[src/rtl/pipe_stall_ctrl.sv]
// Hazard and stall sequencer for the 5-stage pipe: per-stage enables,
// RAW interlock, memory-wait freeze with timeout, saturating stall counter.
module pipe_stall_ctrl #(
    parameter bit WB_HAZARD   = 1'b1,
    parameter int MEM_TIMEOUT = 255,
    parameter int CNT_W       = 16
) (
    input  logic             clk,
    input  logic             reset,
    input  logic [4:0]       id_rs1,
    input  logic [4:0]       id_rs2,
    input  logic             id_uses_rs1,
    input  logic             id_uses_rs2,
    input  logic [4:0]       ex_rd,
    input  logic             ex_reg_wr,
    input  logic [4:0]       mem_rd,
    input  logic             mem_reg_wr,
    input  logic [4:0]       wb_rd,
    input  logic             wb_reg_wr,
    input  logic             mem_req,
    input  logic             mem_ready,
    output logic             if_en,
    output logic             id_ex_en,
    output logic             id_ex_bubble,
    output logic             ex_mem_en,
    output logic             mem_wb_en,
    output logic             id_valid,
    output logic             mem_err,
    output logic [CNT_W-1:0] stall_count
);
    localparam int WC_W = $clog2(MEM_TIMEOUT + 1);
    localparam logic [WC_W-1:0] WC_MAX = WC_W'(MEM_TIMEOUT);

    typedef enum logic [1:0] {
        RUN      = 2'd0,
        MEM_WAIT = 2'd1,
        ERR      = 2'd2
    } state_e;

    state_e           state_q, state_d;
    logic [WC_W-1:0]  wait_cnt_q, wait_cnt_d;
    logic             mem_err_q, mem_err_d;
    logic [CNT_W-1:0] stall_cnt_q, stall_cnt_d;
    logic             mem_stall, freeze, hazard;

    function automatic logic hit(
        input logic [4:0] r,
        input logic       exw, input logic [4:0] exr,
        input logic       mw,  input logic [4:0] mr,
        input logic       ww,  input logic [4:0] wr
    );
        return (r != 5'd0) &&
               ((exw && exr == r) ||
                (mw && mr == r) ||
                (WB_HAZARD && ww && wr == r));
    endfunction

    always_comb begin
        mem_stall = mem_req && !mem_ready;
        freeze    = (state_q == ERR) || mem_stall;
        hazard    = (id_uses_rs1 && hit(id_rs1, ex_reg_wr, ex_rd,
                                        mem_reg_wr, mem_rd,
                                        wb_reg_wr, wb_rd)) ||
                    (id_uses_rs2 && hit(id_rs2, ex_reg_wr, ex_rd,
                                        mem_reg_wr, mem_rd,
                                        wb_reg_wr, wb_rd));
    end

    always_comb begin
        state_d     = state_q;
        wait_cnt_d  = wait_cnt_q;
        mem_err_d   = mem_err_q;
        stall_cnt_d = stall_cnt_q;
        case (state_q)
            RUN: begin
                if (mem_stall) begin
                    state_d    = MEM_WAIT;
                    wait_cnt_d = WC_W'(1);
                end
            end
            MEM_WAIT: begin
                // a dropped request is treated the same as completion
                if (!mem_stall) begin
                    state_d    = RUN;
                    wait_cnt_d = '0;
                end else if (wait_cnt_q == WC_MAX) begin
                    state_d   = ERR;
                    mem_err_d = 1'b1;
                end else begin
                    wait_cnt_d = wait_cnt_q + 1'b1;
                end
            end
            ERR: begin
                state_d = ERR;
            end
            default: begin
                state_d = ERR;
            end
        endcase
        if ((freeze || hazard) && !(&stall_cnt_q))
            stall_cnt_d = stall_cnt_q + 1'b1;
    end

    always_ff @(posedge clk or posedge reset) begin
        if (reset) begin
            state_q     <= RUN;
            wait_cnt_q  <= '0;
            mem_err_q   <= 1'b0;
            stall_cnt_q <= '0;
        end else begin
            state_q     <= state_d;
            wait_cnt_q  <= wait_cnt_d;
            mem_err_q   <= mem_err_d;
            stall_cnt_q <= stall_cnt_d;
        end
    end

    always_comb begin
        if_en        = 1'b0;
        id_ex_en     = 1'b0;
        id_ex_bubble = 1'b0;
        ex_mem_en    = 1'b0;
        mem_wb_en    = 1'b0;
        id_valid     = 1'b0;
        if (reset) begin
            id_ex_bubble = 1'b1;
        end else if (freeze) begin
            id_ex_bubble = 1'b0;
        end else if (hazard) begin
            id_ex_en     = 1'b1;
            id_ex_bubble = 1'b1;
            ex_mem_en    = 1'b1;
            mem_wb_en    = 1'b1;
        end else begin
            if_en     = 1'b1;
            id_ex_en  = 1'b1;
            ex_mem_en = 1'b1;
            mem_wb_en = 1'b1;
            id_valid  = 1'b1;
        end
    end

    assign mem_err     = mem_err_q;
    assign stall_count = stall_cnt_q;

endmodule

[config.mk]
export PLATFORM = sky130hd
export DESIGN_NAME = pipe_stall_ctrl
export DESIGN_NICKNAME = d
export VERILOG_FILES = /design/src/rtl/pipe_stall_ctrl.sv
export SDC_FILE = /design/constraint.sdc
export NUM_CORES = 1
export LEC_CHECK = 0
export CAP_MARGIN = 10
export CORE_ASPECT_RATIO = 0.9
export CORE_MARGIN = 10
export CORE_UTILIZATION = 52
export CTS_BUF_LIST = sky130_fd_sc_hd__clkbuf_4 sky130_fd_sc_hd__clkbuf_8
export DETAILED_ROUTE_END_ITERATION = 6
export PLACE_DENSITY_LB_ADDON = 0.25
export SETUP_SLACK_MARGIN = 0.02
export SYNTH_ARGS = -nofsm -noshare
export SYNTH_HDL_FRONTEND = slang
export SYNTH_SLANG_ARGS = --single-unit
[constraint.sdc]
create_clock -name clk -period 6.1 [get_ports clk]
set_input_delay 1.83 -clock clk [delete_from_list [all_inputs] [get_ports clk]]
set_output_delay 1.83 -clock clk [all_outputs]
set_load 0.02 [all_outputs]
==> results of run 1 <==
==> power by group through the flow <==
stage / Combinational, mW / Sequential (mW) / Clock [mW]
after CTS: 0.0574 / 0.180 / 0.107
after global routing: 0.0633 / 0.180 / 0.118
final: 0.0582 / 0.180 / 0.105
after floorplan: 0.0231 / 0.183 / 0
after detailed placement: 0.0572 / 0.183 / 0
after global placement: 0.0563 / 0.183 / 0
==> placed cells by master, fill, tap and decap left out, drive strengths merged, types with 3 or more instances in the layout <==
cell	synthesis	final
a21oi	7	7
and3	3	3
clkbuf	0	3
clkdlybuf4s50	0	56
dfrtp	27	27
inv	4	4
nand2	16	16
nand3	17	17
nand4	6	6
nor2	15	15
nor3	10	10
nor4	8	8
o21ai	11	11
or3	3	3
xnor2	6	6
xor2	40	40
==> routing by layer <==
| metal | vias to the layer above | routed length (um) | track usage |
|---|---|---|---|
| met4 | 0 | 34 | 0.0340 |
| met3 | 5 | 209 | 0.0460 |
| met5 | - | 0 | 0 |
| li1 | 793 | - | - |
| met1 | 726 | 1900 | 0.169 |
| met2 | 34 | 2310 | 0.259 |
==> logic make-up after synthesis <==
group,share of synthesized area
adder cells (fa/ha/maj),0.0139
flip-flops,0.377
multiplexers,0.0126
buffers and inverters,0.0272
XOR/XNOR,0.225
AO/OA/AOI/OAI,0.0914
AND/OR/NAND/NOR,0.254
==> per-stage QoR <==
| step | hold slack [ns] | instances |
|---|---|---|
| global placement | 0.474 | 291 |
| CTS | 0.498 | 295 |
| floorplan | 0.492 | 194 |
| finish | 0.491 | 295 |
| global route | 0.518 | 295 |
| detailed placement | 0.471 | 291 |
==> sequential cells by signal, summed over array words and instances, names as in the netlist <==
| register | cells |
|---|---|
| state_q | 2 |
| stall_count | 16 |
| mem_err | 1 |
| wait_cnt_q | 8 |
==> area by class of cell <==
type,instances,share of cell area
tap,44,0.0225
clock buffer,3,0.0168
multi-input combinational,159,0.444
sequential,27,0.276
timing repair buffer,57,0.232
clock inverter,1,0.00306
inverter,4,0.00613
==> worst max path at each step <==
| stage | start | endpoint | depth (start not counted) |
|---|---|---|---|
| CTS | id_rs2[1] | id_valid | 6 |
| global placement | id_rs2[2] | id_ex_bubble | 8 |
| detailed placement | id_rs2[1] | id_valid | 6 |
| global route | id_rs1[2] | id_ex_bubble | 8 |
| finish | id_rs1[2] | id_ex_bubble | 8 |
| floorplan | id_rs2[1] | if_en | 5 |
==> impl_metrics.ini, run 1 <==
[pwr]
pwr-share-seq = 0.524
powerDensity_mw_per_mm2 = 140
ir_worst_vdd_mv = 0.120
p_leak_nw = 0.959
power_mw = 0.343
switching_share = 0.250
power.switching_mw = 0.0857
power.share.clock = 0.307
combPwrFrac = 0.170
p_int_mw = 0.257

[placement]
place_ws_ns = 0.0476
io_buffers = 56
hpwl_um = 3660
gp_congestion = 0.825
placed_cell_area_mm2 = 0.00238

[yosys]
yosysTopAreaCell = dfrtp_1
ys_seq_elements = 27
synthCells = 194
synth_flop_cell = dfrtp_1
synth_edf_count = 0
ys_types = 33
avgSynthCellArea_um2 = 9.25
synth_top_area_frac = 0.377
yosysSeqAreaShare = 0.377
syn_area_mm2 = 0.00179
synth.most_common_cell = xor2_1
synth_common_cells = 40 x xor2_1, 27 x dfrtp_1, 17 x nand3_1
async_reset_ff_frac = 1.00
ys_warn_count = 0
syn_nets = 230
synth_area_leaders = dfrtp_1 38%, xor2_1 20%, nand3_1 4.7%, nand2_1 3.3%, nor2_1 3.1%

[floorplan]
initial_core_util = 0.535
io_pins = 57
die_w_um = 81.9
die_area_mm2 = 0.00620
die_height_um = 75.7
core.rowCount = 20
fp.coreArea_mm2 = 0.00335

[clock_network]
clock_sinks = 27
cts_hold_buf = 0
cts_setup_buffers = 0
cts_tree = done
cts_root_buf = clkbuf_8
cts.path.max_buffers = 2
clk_pin_slew_ns = 0.10
h-tree-depth = 1
clk_latency_ns = 0.28
cts_made_buffers = 3
ctsResizeCount = 0

[grt]
antenna_found_initial = 0
overflow = 0
grt_start_max_net_pins = 28
grt_pass1_wl_um = 7150
track_usage = 0.147
grt_pass1_vias = 1559

[setup_path]
critPathKind = input pin to output pin
worstPathRequired_ns = 4.27
crit_path_max_incr_delay_ns = 0.63
rr_worst_depth = 8
rrSetupSlack_ns = 3.97
start_kind = input pin
critPathMaxFanout = 4
crit_buf_inv = 2
crit_chain = clkdlybuf4s50_1, xor2_1, nor4_2, nand3_1, a31oi_2, nor2_1, o21ai_0, clkdlybuf4s50_1
r2r-end = wait_cnt_q[7]
r2r_start = wait_cnt_q[0]
critPathTopFamily = buffers and inverters
end_kind = output pin
crit_top_cell = clkdlybuf4s50_1
cp.arrival_ns = 4.16
crit_path_top_delay_cell = clkdlybuf4s50_1

[routing]
drt_iter0_markers = 51
detail-route-antenna-nets = 0
num_vias = 1558
dr.pass1.iters = 4
viasPerCell = 5.28
drc_errors = 0
wl_per_cell_um = 15.1
wl_um = 4450

[finish]
syn2layout_area_growth_pct = 36.6
drive_gt1_frac = 0.0757
diodes = 0
final_area_mm2 = 0.00245
nets = 288
final_util = 0.731
multiInputGateArea_mm2 = 0.00109
nFillCells = 256
seq_area_um2 = 676

[timing]
fmax_ghz = 0.167
setup_tns_ns = 0
finalHoldViolCount = 0
period_share = 0.982
worstMarginPinSlew_ns = 0.640
setup_slack_ns = 0.112
slew_headroom = 0.572
skew_ns = 0.00734
finalSetupViolCount = 0
period_needed_ns = 5.99
drv_slew = 0
rsz0062_at_grt = no

[worst_hold_path]
holdPathStages = 1
hold-path-endpoint = mem_err
hold_path.class = flip-flop to flip-flop
hold_path_startpoint = mem_err

[run_status]
status = complete, no violations

[job]
drv_cap = 0
Note: power is estimated with default switching activity, not from simulation.
==> inputs of run 2 (changes only) <==
CORE_UTILIZATION = 50   (was 52)
CTS_BUF_LIST = not set   (was sky130_fd_sc_hd__clkbuf_4 sky130_fd_sc_hd__clkbuf_8)
SLEW_MARGIN = 20   (was not set)
==> impl_metrics.ini, run 2 (same netlist as run 1, synthesis figures left out) <==
[grt]
grt_pass1_vias = 1576
track_usage = 0.135
grt_pass1_wl_um = 7380
overflow = 0
grt_start_max_net_pins = 28
antenna_found_initial = 0

[finish]
seq_area_um2 = 676
drive_gt1_frac = 0.0717
multiInputGateArea_mm2 = 0.00109
diodes = 0
instances_no_fill = 295
nFillCells = 255
nets = 288
layout_common_cells = 53 x clkdlybuf4s50_1, 40 x xor2_1, 27 x dfrtp_1
syn2layout_area_growth_pct = 37.2
layout_commonest_cell = clkdlybuf4s50_1
largest_register_ffs = 16

[placement]
hpwl_um = 3800
dpl.cell_count = 291
io_buffers = 56
place_ws_ns = 0.0338
gp_congestion = 0.936

[routing]
wl_met2_um = 2340
num_vias = 1578
drt_iter0_markers = 80
wl_um = 4600
wl_met1_um = 2020
wl_per_cell_um = 15.6
top_layer_used = met4
wl_met3_um = 209
detail-route-antenna-nets = 0
drc_errors = 0
dr.pass1.iters = 4
viasPerCell = 5.35

[timing]
setup_tns_ns = 0
finalHoldViolCount = 0
fmax_ghz = 0.176
worstMarginPinSlew_ns = 0.650
rsz0062_at_grt = no
period_needed_ns = 5.69
skew_ns = 0.00957
drv_slew = 0
slew_headroom = 0.565
period_share = 0.933
setup_slack_ns = 0.409
finalSetupViolCount = 0

[run_status]
status = complete, no violations

[setup_path]
critPathKind = input pin to output pin
crit_end = if_en
rrSetupSlack_ns = 3.94
r2r-end = wait_cnt_q[7]
start_kind = input pin
worstPathRequired_ns = 4.27
critPathMaxFanout = 4
rr_worst_depth = 8
r2r_start = wait_cnt_q[0]
end_kind = output pin
setup.worst_path.start = id_rs2[1]
cp.arrival_ns = 3.86

[clock_network]
clk_pin_slew_ns = 0.10
cts.path.max_buffers = 2
cts_tree = done
cts_root_buf = clkbuf_8
h-tree-depth = 1
ctsResizeCount = 0
cts_hold_buf = 0
cts_made_buffers = 3
clk_latency_ns = 0.28
clock_sinks = 27
cts_setup_buffers = 0

[worst_hold_path]
hold_path.class = flip-flop to flip-flop
holdPathStages = 1

[floorplan]
io_pins = 57
core.rowCount = 20
initial_core_util = 0.523
fp.coreArea_mm2 = 0.00343
die_height_um = 76.8
die_w_um = 83.1
die_area_mm2 = 0.00639

[pwr]
p_leak_nw = 1.01
ir_worst_vdd_mv = 0.156
powerDensity_mw_per_mm2 = 139

[job]
drv_cap = 0
run 2: cell count changes in the layout (fill, tap and decap cells not counted), sizes merged:
cell,delta
dlymetal6s2s,+3
clkdlybuf4s50,-3
run 2: final cells by class:
cell class              count  share of cell area
clock buffers               3              0.0168
clock inverters             1             0.00305
inverters                   4             0.00610
multi-input cells         159               0.443
flip-flops and latches     27               0.275
well taps                  44              0.0224
repair buffers             57               0.234
run 2: worst max-delay path, cell delays in order:
cell and delay (ns):
clkdlybuf4s50_1 0.51, or4_1 0.57, o21ai_1 0.26, a31oi_4 0.08, nor4_1 0.31, dlymetal6s2s_1 0.29
run 2: worst min-delay path by stage:
| stage | from | endpoint |
|---|---|---|
| after floorplan | wait_cnt_q[5] | wait_cnt_q[5] |
| after detailed placement | mem_err | mem_err |
| after global placement | mem_err | mem_err |
| final | mem_err | mem_err |
| after CTS | mem_err | mem_err |
| after global routing | mem_err | mem_err |
run 2: stage by stage:
step / utilization / instance area [um2] / hold slack, ns / total power, mW
floorplan: - / 1790 / 0.492 / 0.206
global placement: 0.695 / 2380 / 0.466 / 0.240
detailed placement: 0.695 / 2380 / 0.475 / 0.241
CTS: 0.709 / 2430 / 0.496 / 0.345
global route: 0.718 / 2460 / 0.516 / 0.358
finish: 0.718 / 2460 / 0.487 / 0.343
run 2: power by group:
| part | internal, mW | total [mW] | switching, mW |
|---|---|---|---|
| combinational | 0.0319 | 0.0592 | 0.0273 |
| clock | 0.0464 | 0.104 | 0.0580 |
| sequential | 0.179 | 0.180 | 0.000592 |
| total | 0.257 | 0.343 | 0.0858 |
run 2: layer usage:
metal,track usage,vias up
li1,-,793
met1,0.164,745
met2,0.230,34
met3,0.0412,6
met4,0.0255,0
met5,0,-
